--- src/rtl/booth_pkg.sv ---
// Shared types and sizing helpers for the iterative Booth multiply/accumulate unit.
package booth_pkg;

    // Controller states.
    typedef enum logic [1:0] {
        IDLE = 2'd0,
        CALC = 2'd1,
        ACC  = 2'd2,
        FIN  = 2'd3
    } state_e;

    // Multiple of A selected by one Booth digit.
    typedef enum logic [2:0] {
        ZERO = 3'd0,
        POS1 = 3'd1,
        NEG1 = 3'd2,
        POS2 = 3'd3,
        NEG2 = 3'd4
    } digit_e;

    // Extended operand width: two extra bits let unsigned operands use the signed path exactly.
    function automatic int xw_of(input int width);
        return width + 2;
    endfunction

    // Recode steps needed to consume all XW multiplier bits.
    function automatic int steps_of(input int width, input bit radix4);
        return radix4 ? xw_of(width) / 2 : xw_of(width);
    endfunction

endpackage

--- src/rtl/booth_mac_unit_if.sv ---
// Start/done handshake and operand/result bus of the Booth multiply/accumulate unit.
interface booth_mac_unit_if #(
    parameter int WIDTH = 32
);
    logic             mult_start;
    logic             mult_signed;
    logic             mult_acc_en;
    logic [WIDTH-1:0] mult_a;
    logic [WIDTH-1:0] mult_b;
    logic [WIDTH-1:0] acc_hi;
    logic [WIDTH-1:0] acc_lo;
    logic             mult_ready;
    logic             mult_done;
    logic [WIDTH-1:0] result_hi;
    logic [WIDTH-1:0] result_lo;

    modport master (
        output mult_start, mult_signed, mult_acc_en, mult_a, mult_b, acc_hi, acc_lo,
        input  mult_ready, mult_done, result_hi, result_lo
    );

    modport slave (
        input  mult_start, mult_signed, mult_acc_en, mult_a, mult_b, acc_hi, acc_lo,
        output mult_ready, mult_done, result_hi, result_lo
    );
endinterface

--- src/rtl/booth_recode.sv ---
// Combinational Booth recoder: multiplier window in, signed multiple of A out.
module booth_recode
    import booth_pkg::*;
#(
    parameter int XW     = 34,
    parameter bit RADIX4 = 1'b1
) (
    input  logic [2:0]    win,       // {b[i+1], b[i], b[i-1]}; radix-2 uses only the low two bits
    input  logic [XW-1:0] a_ext,
    output logic [XW+1:0] multiple
);
    digit_e        sel;
    logic [XW+1:0] a_sx;

    assign a_sx = {{2{a_ext[XW-1]}}, a_ext};

    // Decode the window into a digit selection.
    always_comb begin
        sel = ZERO;
        if (RADIX4) begin
            case (win)
                3'b001, 3'b010: sel = POS1;
                3'b011:         sel = POS2;
                3'b100:         sel = NEG2;
                3'b101, 3'b110: sel = NEG1;
                default:        sel = ZERO;
            endcase
        end else begin
            case (win[1:0])
                2'b01:   sel = POS1;
                2'b10:   sel = NEG1;
                default: sel = ZERO;
            endcase
        end
    end

    // Form the selected multiple of A.
    always_comb begin
        multiple = '0;
        case (sel)
            POS1:    multiple = a_sx;
            NEG1:    multiple = -a_sx;
            POS2:    multiple = a_sx << 1;
            NEG2:    multiple = -(a_sx << 1);
            default: multiple = '0;
        endcase
    end
endmodule

--- src/rtl/booth_mac_unit.sv ---
// Iterative Booth multiplier with optional 2*WIDTH accumulate and start/done handshake.
module booth_mac_unit
    import booth_pkg::*;
#(
    parameter int WIDTH  = 32,
    parameter bit RADIX4 = 1'b1
) (
    input logic            sysclk,
    input logic            sysrst_n,
    booth_mac_unit_if.slave bus
);
    localparam int XW    = xw_of(WIDTH);
    localparam int STEPS = steps_of(WIDTH, RADIX4);
    localparam int PW    = 2 * XW + 2;          // {partial-product accumulator, multiplier shift bits}
    localparam int CW    = $clog2(STEPS + 1);
    localparam int SH    = RADIX4 ? 2 : 1;

    state_e               state_q, state_d;
    logic [CW-1:0]        cnt_q;
    logic [XW-1:0]        a_q;
    logic [PW-1:0]        prod_q, prod_step;
    logic                 prev_q, prev_step;
    logic [2*WIDTH-1:0]   acc_q;
    logic                 acc_en_q;
    logic [WIDTH-1:0]     res_hi_q, res_lo_q;
    logic                 done_q, ready, accept, last_step;
    logic [XW-1:0]        a_ext_in, b_ext_in;
    logic [2:0]           win;
    logic [XW+1:0]        multiple, sum;
    logic signed [PW-1:0] shift_in;

    // Ready stays low through the done cycle so a start coinciding with done is dropped.
    assign ready     = (state_q == IDLE) && !done_q;
    assign accept    = bus.mult_start && ready;
    assign last_step = (cnt_q == CW'(STEPS - 1));

    assign a_ext_in = {{2{bus.mult_signed & bus.mult_a[WIDTH-1]}}, bus.mult_a};
    assign b_ext_in = {{2{bus.mult_signed & bus.mult_b[WIDTH-1]}}, bus.mult_b};

    // The unconsumed multiplier bits sit at the bottom of prod_q and shift out as steps retire.
    assign win       = RADIX4 ? {prod_q[1:0], prev_q} : {1'b0, prod_q[0], prev_q};
    assign prev_step = RADIX4 ? prod_q[1] : prod_q[0];

    booth_recode #(.XW(XW), .RADIX4(RADIX4)) u_recode (
        .win      (win),
        .a_ext    (a_q),
        .multiple (multiple)
    );

    assign sum       = prod_q[PW-1:XW] + multiple;
    assign shift_in  = {sum, prod_q[XW-1:0]};
    assign prod_step = shift_in >>> SH;

    // State register.
    always_ff @(posedge sysclk) begin
        if (!sysrst_n) state_q <= IDLE;
        else           state_q <= state_d;
    end

    // Next-state logic.
    always_comb begin
        state_d = state_q;
        case (state_q)
            IDLE:    if (accept) state_d = CALC;
            CALC:    if (last_step) state_d = acc_en_q ? ACC : FIN;
            ACC:     state_d = FIN;
            FIN:     state_d = IDLE;
            default: state_d = IDLE;
        endcase
    end

    // Operand capture, recode steps, accumulate and result/done registers.
    always_ff @(posedge sysclk) begin
        if (!sysrst_n) begin
            cnt_q    <= '0;
            a_q      <= '0;
            prod_q   <= '0;
            prev_q   <= 1'b0;
            acc_q    <= '0;
            acc_en_q <= 1'b0;
            res_hi_q <= '0;
            res_lo_q <= '0;
            done_q   <= 1'b0;
        end else begin
            done_q <= 1'b0;
            case (state_q)
                IDLE: if (accept) begin
                    a_q      <= a_ext_in;
                    prod_q   <= {{(XW + 2){1'b0}}, b_ext_in};
                    prev_q   <= 1'b0;
                    acc_q    <= {bus.acc_hi, bus.acc_lo};
                    acc_en_q <= bus.mult_acc_en;
                    cnt_q    <= '0;
                end
                CALC: begin
                    prod_q <= prod_step;
                    prev_q <= prev_step;
                    cnt_q  <= cnt_q + CW'(1);
                end
                ACC: prod_q[2*WIDTH-1:0] <= prod_q[2*WIDTH-1:0] + acc_q;
                FIN: begin
                    res_hi_q <= prod_q[2*WIDTH-1:WIDTH];
                    res_lo_q <= prod_q[WIDTH-1:0];
                    done_q   <= 1'b1;
                end
                default: ;
            endcase
        end
    end

    assign bus.mult_ready = ready;
    assign bus.mult_done  = done_q;
    assign bus.result_hi  = res_hi_q;
    assign bus.result_lo  = res_lo_q;
endmodule

--- src/flat_wrapper.sv ---
// flat-port wrapper written by rule: the top's interface ports become plain ports
module booth_mac_unit_flat import booth_pkg::*;
#(
    parameter int WIDTH  = 32,
    parameter bit RADIX4 = 1'b1
)
  (sysclk, sysrst_n, bus_mult_start, bus_mult_signed, bus_mult_acc_en, bus_mult_a, bus_mult_b, bus_acc_hi, bus_acc_lo, bus_mult_ready, bus_mult_done, bus_result_hi, bus_result_lo);
  booth_mac_unit_if #(.WIDTH(WIDTH)) bus_i ();
  input logic sysclk;
  input logic sysrst_n;
  input wire logic [$bits(bus_i.mult_start)-1:0] bus_mult_start;
  input wire logic [$bits(bus_i.mult_signed)-1:0] bus_mult_signed;
  input wire logic [$bits(bus_i.mult_acc_en)-1:0] bus_mult_acc_en;
  input wire logic [$bits(bus_i.mult_a)-1:0] bus_mult_a;
  input wire logic [$bits(bus_i.mult_b)-1:0] bus_mult_b;
  input wire logic [$bits(bus_i.acc_hi)-1:0] bus_acc_hi;
  input wire logic [$bits(bus_i.acc_lo)-1:0] bus_acc_lo;
  output wire logic [$bits(bus_i.mult_ready)-1:0] bus_mult_ready;
  output wire logic [$bits(bus_i.mult_done)-1:0] bus_mult_done;
  output wire logic [$bits(bus_i.result_hi)-1:0] bus_result_hi;
  output wire logic [$bits(bus_i.result_lo)-1:0] bus_result_lo;
  assign bus_i.mult_start = bus_mult_start;
  assign bus_i.mult_signed = bus_mult_signed;
  assign bus_i.mult_acc_en = bus_mult_acc_en;
  assign bus_i.mult_a = bus_mult_a;
  assign bus_i.mult_b = bus_mult_b;
  assign bus_i.acc_hi = bus_acc_hi;
  assign bus_i.acc_lo = bus_acc_lo;
  assign bus_mult_ready = bus_i.mult_ready;
  assign bus_mult_done = bus_i.mult_done;
  assign bus_result_hi = bus_i.result_hi;
  assign bus_result_lo = bus_i.result_lo;
  booth_mac_unit #(.WIDTH(WIDTH), .RADIX4(RADIX4)) u_core (.sysclk(sysclk), .sysrst_n(sysrst_n), .bus(bus_i));
endmodule
--- config.mk ---
export PLATFORM = sky130hd
export DESIGN_NAME = booth_mac_unit_flat
export DESIGN_NICKNAME = d
export VERILOG_FILES = /design/src/rtl/booth_pkg.sv /design/src/rtl/booth_mac_unit_if.sv /design/src/rtl/booth_recode.sv /design/src/rtl/booth_mac_unit.sv /design/src/flat_wrapper.sv
export SDC_FILE = /design/constraint.sdc
export NUM_CORES = 1
export LEC_CHECK = 0
export ABC_AREA = 1
export CAP_MARGIN = 40
export CELL_PAD_IN_SITES_DETAIL_PLACEMENT = 1
export CELL_PAD_IN_SITES_GLOBAL_PLACEMENT = 2
export CORE_UTILIZATION = 33
export DETAILED_ROUTE_END_ITERATION = 7
export PLACE_DENSITY = 0.9
export SYNTH_ARGS = -nofsm -noshare
export SYNTH_HDL_FRONTEND = slang
export SYNTH_SLANG_ARGS = --single-unit
--- constraint.sdc ---
create_clock -name sysclk -period 4.59 [get_ports sysclk]
set_clock_uncertainty 0.1 [all_clocks]
set_input_delay 1.1475 -clock sysclk [delete_from_list [all_inputs] [get_ports sysclk]]
set_output_delay 1.1475 -clock sysclk [all_outputs]
set_load 0.005 [all_outputs]
---- After elaboration in Yosys (flattened, before gate mapping) ----
Index checks and enable logic that the tools add are counted.
word-level totals
  register bits after elaboration ......... 241
  latch bits .............................. 0
  bits in writable memories ............... 0
  memory bits (read-only) ................. 0
  input bits .............................. 133
  output and inout port bits .............. 66
  memories ................................ 0
cells by class
  add/subtract/negate cells ............... 5
  $mul .................................... 0
  divide/modulo/power cells ............... 0
  magnitude comparators ................... 0
  equality and inequality tests ........... 16
  shift-type cells ........................ 0
  multiplexer cells ....................... 14
  bitwise logic cells ..................... 2
  reduce and logical (&&, ||, !) cells .... 12
operators by type and width
  operator             count
  $pmux 64 s3          1
  $pmux 36 s4          1
  $neg 36->36          2
  $mux 70              1
  $add 64x64->64       1
  $add 36x36->36       1
  $eq 3x2->1 const B   4
  $eq 3x3->1 const B   4
  $pmux 3 s4           1
  $pmux 6 s2           1
  $pmux 5 s2           1
  $pmux 2 s4           1
  $reduce_and 2->1     4
  $eq 3x1->1 const B   2
  $add 5x1->5 const B  1
  $eq 5x5->1 const B   1
  $mux 5               1
  $eq 2x2->1 const B   2
  $mux 2               2
  $ne 2x1->1 const B   2
  $reduce_or 2->1      2
  $mux 1               3
  $reduce_bool 3->1    1
  $and 1x1->1          2
  6 further kinds      7

---- Logic depth before layout (Yosys ltp) ----
  depth in word-level cells ............... 7
  mapped depth ............................ 27

---- By module ----
Synthesis repeated with hierarchy kept, for this count alone.
unflattened totals
  cell total of the unflattened synthesis .. 3384
  area, all modules ....................... 19522.5 µm²
modules (own cells, without submodules)
  module          instances  cells an instance  area an instance (µm²)  seq. area each (µm²)
  booth_mac_unit  1          2986               17553.1                 4784.6
  booth_recode    1          398                1969.4                  0.0

---- Worst setup path before layout ----
OpenSTA, ideal clock, no wires.
  path kind ............................... register -> register
  start point ............................. reg u_core.a_q[0]
  end point ............................... reg u_core.prod_q[65]
  setup time .............................. 0.134 ns
  arrival ................................. 2.908 ns
  setup slack ............................. 1.448 ns
  stages on the path, launching flop included .. 26
  cells stage by stage .................... dfxtp_1 > inv_1 > ha_1 > nand3_2 > inv_2 > nand3_1 > nor3_2 > nand2_1 > nor2_2 > nand3_1 > xor2_1 > inv_1 > nand2_1 > o211ai_1 > ha_1 > nand2_1 > nor2_1 > inv_1 > nor2_1 > inv_1 > nor4_2 > nand3_1 > nand3_1 > nand2_1 > nand3_1 > a21oi_1
between the ends
  word-level cells in the longest chain between the ends .. 4
ends and longest elaborated chain
  what                                   RTL line                                source
  start, declared                        booth_mac_unit.sv:20                    logic [XW-1:0] a_q;
  start signal, assigned                 booth_mac_unit.sv:88                    a_q <= a_ext_in;
  $neg 36->36, on equally long branches  booth_recode.sv:42, booth_recode.sv:44
  $pmux 36 s4 *                          booth_recode.sv:40                      case (sel)
  $add 36x36->36 *                       booth_mac_unit.sv:50                    assign sum = prod_q[PW-1:XW] + multiple;
  $pmux 6 s2 *                           booth_mac_unit.sv:86                    case (state_q)
  end signal, assigned                   booth_mac_unit.sv:89                    prod_q <= {{(XW + 2){1'b0}}, b_ext_in};
  end signal, assigned                   booth_mac_unit.sv:96                    prod_q <= prod_step;
  end signal, assigned by index          booth_mac_unit.sv:100                   ACC: prod_q[2*WIDTH-1:0] <= prod_q[2*WIDTH-1:0] + acc_q;
  end, declared                          booth_mac_unit.sv:21                    logic [PW-1:0] prod_q, prod_step;
Mark *: on every way between the ends. The rest lies on a longest branch, timed or not.
A chain may end at the register's enable or synchronous reset.

---- Final worst setup path ----
  start point ............................. reg u_core.a_q[0]
  end point ............................... reg u_core.prod_q[66]
Same word-level chain as after synthesis.

==> results.toml <==
[floorplanning]
dieHeight_um = 242
dieArea_mm2 = 0.0584
rows = 87
ios = 199
fp.coreArea_mm2 = 0.0566
dieWidth_um = 242
start_util_pct = 33.5

[clocking]
cts.sinks = 239
post-cts-setup-buffers = 0
clockBufferDepth = 3
clock_latency_ns = 0.62
cts_tree = "done"
htree_levels = 1
cts_hold_buf = 0
clk_pin_slew_worst_paths_ns = 0.06
numCtsBuffers = 31
root_buffer = "clkbuf_16"

[route]
first_iter_violations = 1255
routed_wirelength_mm = 85.6
wl_per_cell_um = 20.5
vias = 21700
via_per_inst = 5.20
dr.pass1.iters = 5
antenna_left = 0
drcViolationCount = 0

[worst_setup_path]
slowest_stage = "ha_2"
worstSetupEndpointType = "register"
worst-path-buf-inv = 3
crit_chain = "inv_1 > ha_1 > nand3_2 > inv_2 > nand3_1 > nor3_2 > nand2_1 > nor2_2 > nand3_1 > xor2_1 > inv_1 > nand2_1 > nand4_1 > ha_2 > nand2_1 > nor2_1 > nand2_1 > nor3_2 > nand3_1 > nand3_1 > nand2_1 > nand3_1 > a21oi_1"
crit_family = "simple AND/OR/NAND/NOR gates"
critPathKind = "reg2reg"
start_kind = "register"
cpPeakStageDelay_ns = 0.51
cp.arrival_ns = 4.67
required_ns = 4.98
cp_max_fo = 5

[sta]
hold_viol_final = 0
setup_viol = 0
worst_pin_slew_ns = 0.984
slew_viol_final = 0
final.setup.tns_ns = 0
fmax_mhz = 234
slew-limit-headroom_pct = 34.4
fin_crit_ns = 4.28
rsz0062_at_grt = "false"
post-route-period-util_pct = 93.2

[finish]
fin_nets = 3639
syn2layout_area_growth_pct = 20.3
final_util_pct = 40.3
drive_gt1_share_pct = 5.55

[flow_run]
drv_cap = 0

[yosys]
ys_seq_area_share_pct = 25.2
synthCells = 3243
syn-num-nets = 3484
synth-edff-count = 0
yosys-top-cells-area = "dfxtp_1 25%, nand2_1 22%, a21oi_1 9.0%"
ys_ff_latch = 239
synth_cell_type_count = 61
ys_warn_count = 0
synth_top_area_share_pct = 25.2
synth_flop_cell = "dfxtp_1"
synth_area_mm2 = 0.0190
async_reset_ff_share_pct = 0
yosys.area.top_type = "dfxtp_1"
synth.avg_cell_area_um2 = 5.85

[placement]
hpwlAfterDp_mm = 68.7
io_buffers = 198
place_congestion = 0.972

[global_routing]
track_usage_pct = 28.7
grt_first_pass_wirelength_mm = 132
grt_max_degree = 80
grt_overflow = 0
first_global_vias = 22100
antenna_found_initial = 0

[min_path]
min_path_type = "reg2reg"

[pwr]
p_leak_nw = 11.0
ir_drop_mv = 0.415
power.density_mw_per_mm2 = 470

[status]
status = "completed"
## path summary, 6_finish.rpt
kind / start / endpoint / slack [ns] / cells past startpoint
worst max-delay path: u_core.a_q[0]$_SDFFE_PN0P_ / u_core.prod_q[66]$_SDFFE_PN0P_ / 0.31 / 23
worst max register to register: u_core.a_q[0]$_SDFFE_PN0P_ / u_core.prod_q[66]$_SDFFE_PN0P_ / 0.31 / 23
worst min register to register: u_core.acc_en_q$_SDFFE_PN0P_ / u_core.acc_en_q$_SDFFE_PN0P_ / 0.37 / 2
worst min-delay path: u_core.acc_en_q$_SDFFE_PN0P_ / u_core.acc_en_q$_SDFFE_PN0P_ / 0.37 / 2
## through the flow
stage | hold WS (ns) | instance area [um^2] | worst slack [ns] | std cells | power, mW
after detailed placement | 0.365 | 21700 | 0.163 | 4121 | 8.03
after global placement | 0.357 | 21700 | 0.0575 | 4119 | 7.90
final | 0.370 | 22800 | 0.312 | 4179 | 10.7
after CTS | 0.375 | 22800 | 0.138 | 4177 | 10.7
after global routing | 0.395 | 22800 | 0.0136 | 4177 | 11.4
after floorplan | 0.342 | 19000 | 1.45 | 3243 | 6.06
## layout make-up
cell class	count	area, um^2
multi-input cells	2453	12100
clock buffers	42	867
flip-flops and latches	239	4780
repair buffers	222	2190
inverters	451	1700
clock inverters	14	221
fillers	7621	33800
diodes	2	5.00
well taps	756	946
## Yosys cell counts, types with 8 or more instances
cell	instances
nand2_1	1093
inv_1	433
a21oi_1	339
nor2_1	308
dfxtp_1	239
o21ai_0	188
nand3_1	146
ha_1	106
clkbuf_1	78
nor3_1	27
xor2_1	27
nand2_2	21
nand3b_1	20
nor2_2	18
inv_2	17
nand4_1	17
o2111ai_1	14
or2_2	14
a21o_1	11
o22ai_1	11
nor3_2	10
o221ai_1	10
buf_2	9
nand3_2	8
## power by group
group | internal (mW) | switching, mW | leakage (nW)
logic | 1.66 | 3.41 | 8.53
registers | 2.52 | 0.483 | 1.95
clock network | 1.60 | 1.04 | 0.526
total | 5.78 | 4.93 | 11.0
## worst min-delay path, cell delays in order, from the launching register on
cell and delay [ns]:
dfxtp_1 0.31, nand2_1 0.06, a21oi_1 0.05
## registers in the layout, summed over array words and instances (netlist names)
| register | flops |
|---|---|
| u_core.bus.mult_done | 1 |
| u_core.prev_q | 1 |
| u_core.acc_en_q | 1 |
| u_core.acc_q | 64 |
| u_core.bus.result_hi | 32 |
| u_core.bus.result_lo | 32 |
| u_core.cnt_q | 5 |
| u_core.a_q | 33 |
| u_core.prod_q | 68 |
| u_core.state_q | 2 |
## repair_timing
action                                  in CTS  in global routing
endpoints found under the hold margin        0                  0
gates resized for setup                      0                  5
endpoints found under the setup margin       0                 10
## kinds of logic after synthesis
group | share of synthesized area (%)
buf+inv | 11.2
simple gates | 37.6
xor+xnor | 1.34
flops | 25.2
compound gates | 17.4
fa+ha+maj | 7.21
## cell usage in the layout (no fill, tap or decap), drive strengths merged, types with 3 or more instances in the layout
cell type      netlist  final
or2                 16     16
and2                 4      4
clkinvlp             0      3
bufinv               0      5
xor2                27     27
clkbuf              79     42
inv                450    451
nand3b              21     21
nand4               19     19
o21bai               5      5
nor3                39     39
nand2             1115   1115
a31oi                4      4
buf                 19     25
o21ai              193    193
o21a                 4      4
o211ai               7      7
clkinv               1      6
nor2               330    330
o221ai              10     10
o22ai               11     11
nand3              154    154
clkdlybuf4s50        0    197
ha                 106    106
a21o                11     11
a21oi              344    344
dfxtp              239    239
o2111ai             14     14
nor4                 3      3
## metal layers
metal	vias up	track usage, %	wire (um)
met5	-	0	0
met4	0	8.99	2800
met3	99	2.89	4100
met2	556	45.6	37400
met1	10400	40.5	41400
li1	10600	-	-
Power figures use the tool's default switching activity.
